===== src/rtl/l1_l2_port_arbiter.sv =====
// l1_l2_port_arbiter
//
// Shares the single downstream L2 request port between the L1 instruction-cache
// miss path (I) and the L1 data-cache path (D: misses, write-through, CLF).
// One miss is outstanding at a time. A granted request is latched onto the l2_*
// outputs, strobed to L2 with l2_enable for one cycle, and the returned line goes
// back to the requester with a one-cycle ack. Round-robin arbitration with a
// one-cycle post-completion mask stops either side from starving the other. A
// watchdog abandons an L2 access that never completes and raises a sticky error.
//
// Ports
//   clk, reset          clock, synchronous active-high reset
//   i_req/i_addr        L1_I miss request (level, held until i_ack) and address
//   i_ack/i_data        L1_I completion pulse and returned line (held afterwards)
//   d_req/d_addr/d_we/d_wdata/d_wsize/d_clf
//                       L1_D request (level, held until d_ack) and its fields
//   d_ack/d_data        L1_D completion pulse and returned line (held afterwards)
//   l2_enable           one-cycle request strobe to L2
//   l2_addr/l2_we/l2_wdata/l2_wsize/l2_clf
//                       request fields latched at grant, held until next grant
//   l2_done/l2_data     L2 completion and line, sampled only while waiting
//   busy                high whenever a transaction is in flight
//   timeout_err         sticky watchdog flag, cleared only by reset

module l1_l2_port_arbiter #(
  parameter int unsigned TIMEOUT_CYCLES = 255,
  parameter int unsigned CNT_W          = 16
) (
  input  logic          clk,
  input  logic          reset,

  input  logic          i_req,
  input  logic [63:0]   i_addr,
  output logic          i_ack,
  output logic [127:0]  i_data,

  input  logic          d_req,
  input  logic [63:0]   d_addr,
  input  logic          d_we,
  input  logic [63:0]   d_wdata,
  input  logic [2:0]    d_wsize,
  input  logic          d_clf,
  output logic          d_ack,
  output logic [127:0]  d_data,

  output logic          l2_enable,
  output logic [63:0]   l2_addr,
  output logic          l2_we,
  output logic [63:0]   l2_wdata,
  output logic [2:0]    l2_wsize,
  output logic          l2_clf,
  input  logic          l2_done,
  input  logic [127:0]  l2_data,

  output logic          busy,
  output logic          timeout_err
);

  typedef enum logic [1:0] {
    StIdle    = 2'd0,
    StIssue   = 2'd1,
    StWait    = 2'd2,
    StRespond = 2'd3
  } state_e;

  typedef enum logic {
    OwnI = 1'b0,
    OwnD = 1'b1
  } owner_e;

  // Last WAIT cycle in which the counter may still see l2_done.
  localparam logic [CNT_W-1:0] TimeoutLast = CNT_W'(TIMEOUT_CYCLES - 1);

  state_e             state_q, state_d;
  owner_e             owner_q, owner_d;
  owner_e             last_grant_q, last_grant_d;
  // mask[0] blocks I, mask[1] blocks D for the single IDLE cycle after completion.
  logic [1:0]         mask_q, mask_d;
  logic [CNT_W-1:0]   cnt_q, cnt_d;

  logic [63:0]        l2_addr_q, l2_addr_d;
  logic               l2_we_q, l2_we_d;
  logic [63:0]        l2_wdata_q, l2_wdata_d;
  logic [2:0]         l2_wsize_q, l2_wsize_d;
  logic               l2_clf_q, l2_clf_d;

  logic [127:0]       i_data_q, i_data_d;
  logic [127:0]       d_data_q, d_data_d;
  logic               timeout_err_q, timeout_err_d;

  logic               elig_i, elig_d;
  logic               grant_d;

  always_comb begin
    state_d       = state_q;
    owner_d       = owner_q;
    last_grant_d  = last_grant_q;
    mask_d        = mask_q;
    cnt_d         = cnt_q;
    l2_addr_d     = l2_addr_q;
    l2_we_d       = l2_we_q;
    l2_wdata_d    = l2_wdata_q;
    l2_wsize_d    = l2_wsize_q;
    l2_clf_d      = l2_clf_q;
    i_data_d      = i_data_q;
    d_data_d      = d_data_q;
    timeout_err_d = timeout_err_q;

    elig_i  = i_req & ~mask_q[0];
    elig_d  = d_req & ~mask_q[1];
    // D wins when it is the only eligible requester, or when both are eligible
    // and I was served last.
    grant_d = elig_d & (~elig_i | (last_grant_q == OwnI));

    unique case (state_q)
      StIdle: begin
        mask_d = 2'b00;
        if (elig_i || elig_d) begin
          owner_d = owner_e'(grant_d);
          if (grant_d) begin
            l2_addr_d  = d_addr;
            l2_we_d    = d_we;
            l2_wdata_d = d_wdata;
            l2_wsize_d = d_wsize;
            l2_clf_d   = d_clf;
          end else begin
            // Instruction fetches are always plain reads.
            l2_addr_d  = i_addr;
            l2_we_d    = 1'b0;
            l2_wdata_d = '0;
            l2_wsize_d = '0;
            l2_clf_d   = 1'b0;
          end
          cnt_d   = '0;
          state_d = StIssue;
        end
      end

      StIssue: begin
        state_d = StWait;
      end

      StWait: begin
        // A completion on the final watchdog cycle takes priority over the timeout.
        if (l2_done) begin
          if (owner_q == OwnD) begin
            d_data_d = l2_data;
          end else begin
            i_data_d = l2_data;
          end
          state_d = StRespond;
        end else if (cnt_q == TimeoutLast) begin
          timeout_err_d = 1'b1;
          if (owner_q == OwnD) begin
            d_data_d = '0;
          end else begin
            i_data_d = '0;
          end
          state_d = StRespond;
        end else begin
          cnt_d = cnt_q + CNT_W'(1);
        end
      end

      StRespond: begin
        last_grant_d = owner_q;
        // The requester still holds req during this cycle; mask it for one IDLE
        // cycle so the other side gets a chance.
        mask_d       = (owner_q == OwnD) ? 2'b10 : 2'b01;
        state_d      = StIdle;
      end

      default: begin
        state_d = StIdle;
      end
    endcase
  end

  always_ff @(posedge clk) begin
    if (reset) begin
      state_q       <= StIdle;
      owner_q       <= OwnI;
      last_grant_q  <= OwnI;
      mask_q        <= 2'b00;
      cnt_q         <= '0;
      l2_addr_q     <= '0;
      l2_we_q       <= 1'b0;
      l2_wdata_q    <= '0;
      l2_wsize_q    <= '0;
      l2_clf_q      <= 1'b0;
      i_data_q      <= '0;
      d_data_q      <= '0;
      timeout_err_q <= 1'b0;
    end else begin
      state_q       <= state_d;
      owner_q       <= owner_d;
      last_grant_q  <= last_grant_d;
      mask_q        <= mask_d;
      cnt_q         <= cnt_d;
      l2_addr_q     <= l2_addr_d;
      l2_we_q       <= l2_we_d;
      l2_wdata_q    <= l2_wdata_d;
      l2_wsize_q    <= l2_wsize_d;
      l2_clf_q      <= l2_clf_d;
      i_data_q      <= i_data_d;
      d_data_q      <= d_data_d;
      timeout_err_q <= timeout_err_d;
    end
  end

  assign l2_enable   = (state_q == StIssue);
  assign busy        = (state_q != StIdle);
  assign i_ack       = (state_q == StRespond) && (owner_q == OwnI);
  assign d_ack       = (state_q == StRespond) && (owner_q == OwnD);
  assign i_data      = i_data_q;
  assign d_data      = d_data_q;
  assign l2_addr     = l2_addr_q;
  assign l2_we       = l2_we_q;
  assign l2_wdata    = l2_wdata_q;
  assign l2_wsize    = l2_wsize_q;
  assign l2_clf      = l2_clf_q;
  assign timeout_err = timeout_err_q;

endmodule


===== config.mk =====
export PLATFORM = sky130hd
export DESIGN_NAME = l1_l2_port_arbiter
export DESIGN_NICKNAME = d
export VERILOG_FILES = /design/src/rtl/l1_l2_port_arbiter.sv
export SDC_FILE = /design/constraint.sdc
export NUM_CORES = 1
export LEC_CHECK = 0
export ABC_AREA = 1
export CORE_AREA = 2 2 283 285
export CTS_BUF_LIST = sky130_fd_sc_hd__clkbuf_4 sky130_fd_sc_hd__clkbuf_8 sky130_fd_sc_hd__clkbuf_16
export CTS_CLUSTER_DIAMETER = 30
export DETAILED_ROUTE_END_ITERATION = 8
export DIE_AREA = 0 0 285 287
export PLACE_DENSITY = 0.56
export SLEW_MARGIN = 15
export SYNTH_ARGS = -nofsm -noshare
export SYNTH_HDL_FRONTEND = slang
export SYNTH_SLANG_ARGS = --single-unit

===== constraint.sdc =====
create_clock -name clk -period 3.6 [get_ports clk]
set_clock_uncertainty 0.05 [all_clocks]
set_input_delay 0.54 -clock clk [delete_from_list [all_inputs] [get_ports clk]]
set_output_delay 0.54 -clock clk [all_outputs]
set_load 0.05 [all_outputs]

==> results.py, run 1 <==
metrics = {
    "global_routing": {
        "grt.overflow.total": 0,
        "grt_max_degree": 132,
        "groute.usage.overall_pct": 16.7,
        "antenna_found_initial": 10,
        "first_global_vias": 18537,
        "global_route_wire_length_before_repair_um": 107000,
    },
    "clocking": {
        "cts_buffers": 111,
        "tritoncts_num_sinks": 412,
        "cts_tree": "built",
        "post_cts.repair.setup_buffers": 0,
        "clock_transition_at_the_register_clock_pins_on_the_worst_setup_and_hold_paths_after_cts_ps": 40,
        "htree_levels": 3,
        "cts_root_buffer_type": "clkbuf_16",
        "cts_repair_resize_count": 0,
        "hold_buffers": 0,
        "ctsLongestPathBuffers": 3,
        "clock_insertion_delay_worst_skew_ps": 640,
    },
    "sta": {
        "max_freq_ghz": 0.337,
        "transition_time_at_the_pin_with_the_least_slew_margin_ps": 963,
        "fin_setup_tns_ps": 0,
        "finalMaxSlewViolations": 0,
        "final_hold_viol_count": 0,
        "grt_setup_unrepaired": "no",
        "timing.final.crit_share_pct": 82.5,
        "timing.max_slew.rel_slack_pct": 35.8,
        "finalSetupViolations": 0,
        "worst_slack_ps": 629,
        "timing.final.crit_period_ps": 2970,
    },
    "pwr": {
        "seq_power_share_pct": 24.2,
        "static_power_due_to_leakage_nw": 14.8,
        "switching_power_w": 0.00838,
        "share_comb_of_total_power_pct": 30.7,
        "ir_drop_v": 0.000475,
        "fraction_of_power_spent_switching_nets_pct": 35.8,
        "power.density_mw_per_mm2": 762,
        "power_frac_clock_pct": 45.1,
        "cell_internal_pwr_w": 0.0150,
        "post-layout-total-power_w": 0.0234,
    },
    "floorplanning": {
        "ioPinCount": 724,
        "floorplan.die.height_um": 287,
        "chipWidth_um": 285,
        "die-area_mm2": 0.0818,
        "design.core.area_mm2": 0.0786,
        "start_util_pct": 23.5,
        "row_count": 103,
    },
    "synth": {
        "synth_edf_count": 0,
        "yosys_register_bits": 412,
        "yosysUniqueCellTypes": 24,
        "yosys-top-cells-count": "nand2_1 (846), nor2_1 (541), inv_1 (535)",
        "netlist_area_mm2": 0.0185,
        "synth_sequential_area_ratio_pct": 44.7,
        "post-synth-top-count-cell": "nand2_1",
        "syn-num-nets": 3193,
        "share_of_flip_flops_with_an_asynchronous_set_or_reset_after_synthesis_pct": 0,
        "synth_ff_type": "dfxtp_1",
        "avgSynthCellArea_um2": 6.46,
        "yosys.area.top_type_share_pct": 44.7,
        "ys_top_cells_by_area": "dfxtp_1 (45%), nand2_1 (17%), nor2_1 (11%), inv_1 (11%), nand4_1 (2.9%)",
        "synthesis.instances": 2857,
        "yosys_synthesis_warning_count": 0,
        "synth_top_area_cell": "dfxtp_1",
    },
    "routing": {
        "detail_route.iter0.violations": 878,
        "drtPass1Iterations": 7,
        "vias": 19033,
        "post_drt_wl_per_cell_um": 15.0,
        "totalWireLength_um": 70700,
        "post_drt_via_cell_ratio": 4.05,
        "final_antenna_net_count": 0,
        "drc_errors": 0,
    },
    "critical_path": {
        "worst-endpoint-arrival_ps": 2380,
        "end_kind": "output port",
        "critical_path.startpoint_type": "register",
        "path_common_cell": "inv_1",
        "crit_path_cell_trace": "inv_1 > ha_1 > inv_1 > clkdlybuf4s50_1",
        "critPathMaxStageDelay_ps": 930,
        "worst_path_max_delay_cell": "clkdlybuf4s50_1",
        "worst_ep_required_time_ps": 3010,
        "critical_path_peak_fanout": 3,
        "timing.setup.critical_path_class": "reg -> out",
    },
    "final_layout": {
        "area_delta_synth_final_pct": 66.4,
        "drive_gt1_share_pct": 7.08,
        "final_net_count": 3884,
        "seqCellArea_mm2": 0.00825,
        "final.fill_count": 8230,
        "multiInputGateArea_mm2": 0.00748,
        "fin_cells": 4699,
    },
    "job": {
        "max_cap_violations": 0,
    },
    "place": {
        "gp_routability_congestion": 0.826,
        "placed_cells_incl_taps": 4485,
        "post-dp-hpwl_um": 49500,
        "dpl_worst_slack_ps": 1030,
        "place.port_buffers": 723,
    },
    "outcome": {
        "status": "finished clean",
    },
    "worst_hold_path": {
        "min_path_type": "in -> reg",
    },
}
[sequential cells by signal, summed over array words and instances (netlist names), 2 cells and up]
name and count:
l2_wdata 64, state_q 2, l2_addr 64, cnt_q 16
i_data 128, mask_q 2, l2_wsize 3, d_data 128
[final timing paths]
check / from / to / slack [ps] / cells past startpoint
hold / removal: reset / d_data[117] / 330 / 4
setup reg to reg: cnt_q[0] / i_data[45] / 1210 / 11
hold reg to reg: timeout_err / timeout_err / 410 / 2
setup / recovery: state_q[0] / busy / 630 / 4
[kinds of logic after synthesis]
family / synth area share [%]
and+or+nand+nor: 33.5
xor gates and xnor gates: 0.0949
adders and majority gates: 0.407
buffers and inverters: 15.1
AOI/OAI and AO/OA: 6.18
DFF: 44.7
[layout by cell type, fill, tap and decap left out, types with 64 or more instances in the layout]
cell	instances
clkbuf_16	112
nand2_1	844
nor2_1	540
dfxtp_1	411
a22oi_1	69
inv_1	532
o211ai_1	64
clkdlybuf4s50_1	721
nand3_1	82
nand4_1	85
[metal layers]
| metal | vias up | GRT usage, % | wire (um) |
|---|---|---|---|
| li1 | 9936 | - | - |
| met1 | 8317 | 19.0 | 28600 |
| met2 | 638 | 28.3 | 33300 |
| met3 | 138 | 5.31 | 5930 |
| met4 | 4 | 8.15 | 2800 |
| met5 | - | 0 | 23 |
[through the flow]
step	util, %	cell area [um^2]	hold WS (ps)
after floorplan	-	18500	422
after global placement	33.9	26600	406
after detailed placement	33.9	26600	417
after CTS	39.1	30700	316
after global routing	39.1	30700	357
final	39.1	30700	329
[final cells by class]
type / instances / area share (%)
antenna: 6 / 0.0489
clock buffer: 140 / 10.2
clock inverter: 68 / 3.07
inverter: 537 / 6.59
multi-input combinational: 1730 / 24.3
sequential: 412 / 26.9
tap: 1050 / 4.28
timing repair buffer: 756 / 24.6
[power groups by stage]
| stage | Clock, W | Combinational (W) | Sequential (W) |
|---|---|---|---|
| CTS | 0.0108 | 0.00728 | 0.00568 |
| floorplan | 0 | 0.00240 | 0.00797 |
| global placement | 0 | 0.00724 | 0.00573 |
| global route | 0.0110 | 0.00774 | 0.00575 |
| detailed placement | 0 | 0.00725 | 0.00574 |
| finish | 0.0106 | 0.00719 | 0.00567 |
[critical path, delay by kind of cell, from the launching register on]
family	cells	cell delay, ps
buffers and inverters	3	1130
flip-flops	1	350
adder cells (fa/ha/maj)	1	270
Note: power is estimated with default switching activity, not from simulation.
==> inputs of run 2 (changes only) <==
Settings changed: CORE_AREA 2 2 283 285 to 2 2 279 281, DIE_AREA 0 0 285 287 to 0 0 281 283, PLACE_DENSITY 0.56 to 0.58.
Clock period 3.6 ns to 3 ns, I/O delays scaled along.
==> run 2 against run 1 <==
Critical path depth did not move. Combinational power grew 21%. Via count rose by 0.38%. Register-to-register slack worse by 490 ps. Worst hold slack lost 110 ps. Die area decreased by 2.8%. Largest cell class unchanged. Highest routed layer unchanged.
==> results.py, run 2 (same netlist as run 1, synthesis figures left out) <==
metrics = {
    "sta": {
        "finalSetupViolations": 0,
        "finalMaxSlewViolations": 0,
        "timing.max_slew.rel_slack_pct": 37.3,
        "final_hold_viol_count": 0,
        "timing.final.crit_period_ps": 2860,
        "max_freq_ghz": 0.350,
        "whs_ps": 215,
        "fin_setup_tns_ps": 0,
        "timing.final.crit_share_pct": 95.2,
        "grt_setup_unrepaired": "no",
        "transition_time_at_the_pin_with_the_least_slew_margin_ps": 940,
    },
    "final_layout": {
        "final.fill_count": 7842,
        "fin_cells": 4706,
        "drive_gt1_share_pct": 7.59,
        "multiInputGateArea_mm2": 0.00748,
        "final_net_count": 3899,
        "area_delta_synth_final_pct": 68.6,
        "layout.cells.most_common_list": "nand2_1 (844), clkdlybuf4s50_1 (720), nor2_1 (540), inv_1 (532), dfxtp_1 (411)",
        "seqCellArea_mm2": 0.00825,
        "layout.core_utilization_pct": 40.6,
        "layout.cell_area.non_filler_mm2": 0.0311,
        "layout.cells.most_common": "nand2_1",
    },
    "clocking": {
        "tritoncts_num_sinks": 412,
        "hold_buffers": 0,
        "htree_levels": 3,
        "cts_tree": "built",
        "clock_transition_at_the_register_clock_pins_on_the_worst_setup_and_hold_paths_after_cts_ps": 50,
        "cts_buffers": 115,
        "post_cts.repair.setup_buffers": 0,
        "cts_repair_resize_count": 0,
        "cts_root_buffer_type": "clkbuf_16",
        "ctsLongestPathBuffers": 3,
        "clock_insertion_delay_worst_skew_ps": 660,
    },
    "routing": {
        "drtPass1Iterations": 7,
        "vias": 19105,
        "totalWireLength_um": 70500,
        "drc_errors": 0,
        "final_antenna_net_count": 0,
        "post_drt_via_cell_ratio": 4.06,
        "detail_route.iter0.violations": 948,
        "post_drt_wl_per_cell_um": 15.0,
    },
    "floorplanning": {
        "ioPinCount": 724,
        "floorplan.die.height_um": 283,
        "design.core.area_mm2": 0.0767,
        "start_util_pct": 24.1,
        "die-area_mm2": 0.0795,
        "chipWidth_um": 281,
        "row_count": 102,
    },
    "critical_path": {
        "end_kind": "output port",
        "reg2reg_slack_ps": 720,
        "worst-endpoint-arrival_ps": 2360,
        "critical_path_peak_fanout": 4,
        "timing.setup.critical_path_class": "reg -> out",
        "critical_path.startpoint_type": "register",
        "worst_ep_required_time_ps": 2500,
    },
    "place": {
        "placed_cells_incl_taps": 4486,
        "placed_area_mm2": 0.0268,
        "place.port_buffers": 723,
        "gp_routability_congestion": 0.814,
        "post-dp-hpwl_um": 50000,
    },
    "pwr": {
        "seq_power_share_pct": 23.8,
        "static_power_due_to_leakage_nw": 14.9,
        "share_comb_of_total_power_pct": 30.4,
        "power.density_mw_per_mm2": 923,
        "fraction_of_power_spent_switching_nets_pct": 35.6,
        "power_frac_clock_pct": 45.8,
        "ir_drop_v": 0.000792,
        "switching_power_w": 0.0102,
        "cell_internal_pwr_w": 0.0185,
    },
    "global_routing": {
        "global_route_wire_length_before_repair_um": 106000,
        "first_global_vias": 18396,
        "grt_max_degree": 95,
        "grt.overflow.total": 0,
        "antenna_found_initial": 8,
        "groute.usage.overall_pct": 17.1,
    },
    "worst_hold_path": {
        "min_path_type": "in -> reg",
    },
    "outcome": {
        "status": "finished clean",
    },
    "job": {
        "max_cap_violations": 0,
    },
}
run 2: layer usage:
| layer | track usage [%] | wire [um] | share of wire [%] | up-vias |
|---|---|---|---|---|
| li1 | - | - | - | 9975 |
| met1 | 18.6 | 27700 | 39 | 8392 |
| met2 | 30.1 | 34400 | 49 | 622 |
| met3 | 6.39 | 6590 | 9.3 | 112 |
| met4 | 6.23 | 1830 | 2.6 | 4 |
| met5 | 0 | 34 | 0.048 | - |
run 2: stage by stage:
step                total power (W)  worst slack [ps]
floorplan                    0.0124              1080
global placement             0.0157               687
detailed placement           0.0157               687
CTS                          0.0291              93.8
global route                 0.0301              42.8
finish                       0.0287               143
run 2: cell type report:
class	count	share of cell area, %
Antenna cell	4	0.0321
Clock buffer	148	10.6
Clock inverter	68	3.17
Inverter	537	6.50
Multi-Input combinational cell	1730	24.0
Sequential cell	412	26.5
Tap cell	1040	4.18
Timing Repair Buffer	767	25.0
run 2: worst paths after layout:
kind / to / startpoint / cells past startpoint
min reg2reg: timeout_err / timeout_err / 2
max: busy / state_q[1] / 4
max reg2reg: i_data[12] / state_q[0] / 7
min: d_data[119] / reset / 4
run 2: power groups by stage:
stage / Sequential [W] / Combinational [W] / Clock [W]
6_report: 0.00682 / 0.00873 / 0.0132
4_1_cts: 0.00683 / 0.00882 / 0.0134
2_1_floorplan: 0.00956 / 0.00288 / 0
3_3_place_gp: 0.00690 / 0.00878 / 0
3_5_place_dp: 0.00690 / 0.00878 / 0
5_1_grt: 0.00691 / 0.00938 / 0.0138
run 2: worst max-delay path: stages, from the launching register on:
cell and delay (ps):
dfxtp_1 410, inv_1 90, ha_1 240, inv_1 90, clkdlybuf4s50_1 850
==> inputs of run 3 (changes only) <==
Settings changed: PLACE_DENSITY 0.58 to not set.
==> run 3 against run 2 <==
Core utilization hardly changed. Fmax grew 1.3%. Largest power group unchanged. Flip-flop and latch count did not move. Final cell count fell by 0.21%. Largest cell class unchanged. Sequential share of layout area is essentially flat.
==> results.py, run 3 (same netlist as run 1, synthesis figures left out) <==
metrics = {
    "routing": {
        "post_drt_wl_per_cell_um": 14.7,
        "drtPass1Iterations": 5,
        "totalWireLength_um": 68900,
        "post_drt_via_cell_ratio": 4.10,
        "vias": 19249,
        "drc_errors": 0,
        "detail_route.iter0.violations": 994,
        "final_antenna_net_count": 0,
    },
    "critical_path": {
        "timing.setup.critical_path_class": "reg -> out",
        "critical_path.startpoint_type": "register",
        "worst_ep_required_time_ps": 2500,
        "critical_path_peak_fanout": 4,
        "end_kind": "output port",
        "worst-endpoint-arrival_ps": 2320,
    },
    "clocking": {
        "htree_levels": 3,
        "hold_buffers": 0,
        "post_cts.repair.setup_buffers": 0,
        "cts_tree": "built",
        "clock_transition_at_the_register_clock_pins_on_the_worst_setup_and_hold_paths_after_cts_ps": 50,
        "clock_insertion_delay_worst_skew_ps": 640,
        "cts_repair_resize_count": 0,
        "cts_buffers": 113,
        "ctsLongestPathBuffers": 3,
        "tritoncts_num_sinks": 412,
        "cts_root_buffer_type": "clkbuf_16",
    },
    "sta": {
        "timing.final.crit_period_ps": 2820,
        "timing.max_slew.rel_slack_pct": 34.0,
        "fin_setup_tns_ps": 0,
        "final_hold_viol_count": 0,
        "grt_setup_unrepaired": "no",
        "max_freq_ghz": 0.355,
        "finalSetupViolations": 0,
        "transition_time_at_the_pin_with_the_least_slew_margin_ps": 989,
        "timing.final.crit_share_pct": 94.0,
        "finalMaxSlewViolations": 0,
    },
    "floorplanning": {
        "row_count": 102,
        "design.core.area_mm2": 0.0767,
        "die-area_mm2": 0.0795,
        "floorplan.die.height_um": 283,
        "start_util_pct": 24.1,
        "chipWidth_um": 281,
        "ioPinCount": 724,
    },
    "place": {
        "place.port_buffers": 723,
        "gp_routability_congestion": 0.856,
        "post-dp-hpwl_um": 48200,
        "placed_area_mm2": 0.0268,
    },
    "final_layout": {
        "layout.cell_area.non_filler_mm2": 0.0311,
        "final.fill_count": 7864,
        "layout.cells.most_common_list": "nand2_1 (844), clkdlybuf4s50_1 (719), nor2_1 (540), inv_1 (532), dfxtp_1 (411)",
        "layout.cells.most_common": "nand2_1",
        "area_delta_synth_final_pct": 68.6,
        "final_net_count": 3892,
        "drive_gt1_share_pct": 7.39,
    },
    "global_routing": {
        "grt_max_degree": 130,
        "grt_use_met1_pct": 19.0,
        "groute.usage.overall_pct": 16.6,
        "grt_most_used_layer": "met2",
        "grt_use_met2_pct": 28.4,
        "first_global_vias": 18294,
        "antenna_found_initial": 5,
        "grtUsageMet3_pct": 5.11,
        "global_route_wire_length_before_repair_um": 104000,
        "grt.overflow.total": 0,
    },
    "worst_hold_path": {
        "min_path_type": "in -> reg",
    },
    "pwr": {
        "power.density_mw_per_mm2": 928,
        "ir_drop_v": 0.00134,
        "static_power_due_to_leakage_nw": 15.0,
    },
    "outcome": {
        "status": "finished clean",
    },
    "job": {
        "max_cap_violations": 0,
    },
}
[run 3: changes by cell type in the layout (fill, tap and decap cells not counted), moves of 5 or more]
cell | previous run | this run
clkbuf_4 | 8 | 14
clkinv_2 | 24 | 19
clkinvlp_4 | 18 | 9
clkbuf_8 | 24 | 18
clkinv_4 | 1 | 6
bufinv_16 | 19 | 25
[run 3: through the flow]
step / utilization, % / std cells / worst slack [ps] / total power [W] / hold WS, ps
floorplan: - / 2857 / 1080 / 0.0124 / 422
global placement: 34.9 / 4481 / 738 / 0.0155 / 403
detailed placement: 34.9 / 4481 / 722 / 0.0155 / 416
CTS: 40.6 / 4693 / 126 / 0.0292 / 169
global route: 40.6 / 4696 / 37.4 / 0.0302 / 171
finish: 40.6 / 4696 / 180 / 0.0289 / 168
[run 3: routing by layer]
layer | wire length [um] | share of wire [%] | up-vias
met4 | 2380 | 3.5 | 2
met3 | 5740 | 8.3 | 140
li1 | - | - | 9956
met5 | 17 | 0.025 | -
met1 | 27900 | 41 | 8488
met2 | 32800 | 48 | 663
[run 3: worst paths after layout]
path | from | endpoint | slack (ps) | cells past startpoint
min | reset | i_data[106] | 170 | 4
max | state_q[1] | busy | 180 | 4
min reg2reg | timeout_err | timeout_err | 410 | 2
max reg2reg | cnt_q[0] | i_data[69] | 770 | 10
[run 3: final cells by class]
| type | instances | area [um^2] | share of cell area (%) |
|---|---|---|---|
| tap | 1040 | 1300 | 4.18 |
| inverter | 537 | 2020 | 6.50 |
| multi-input combinational | 1730 | 7480 | 24.0 |
| timing repair buffer | 762 | 7720 | 24.8 |
| sequential | 412 | 8250 | 26.5 |
| antenna | 3 | 7.51 | 0.0241 |
| clock buffer | 145 | 3180 | 10.2 |
| clock inverter | 67 | 1160 | 3.74 |
[run 3: report_power, final]
part | internal, W | switching, W
Sequential | 0.00633 | 0.000492
Combinational | 0.00277 | 0.00582
Clock | 0.00962 | 0.00384
[run 3: worst max-delay path, cell delays in order (launching register included)]
cell and delay [ps]:
dfxtp_1 400, inv_1 90, ha_1 240, inv_1 110, clkdlybuf4s50_1 830
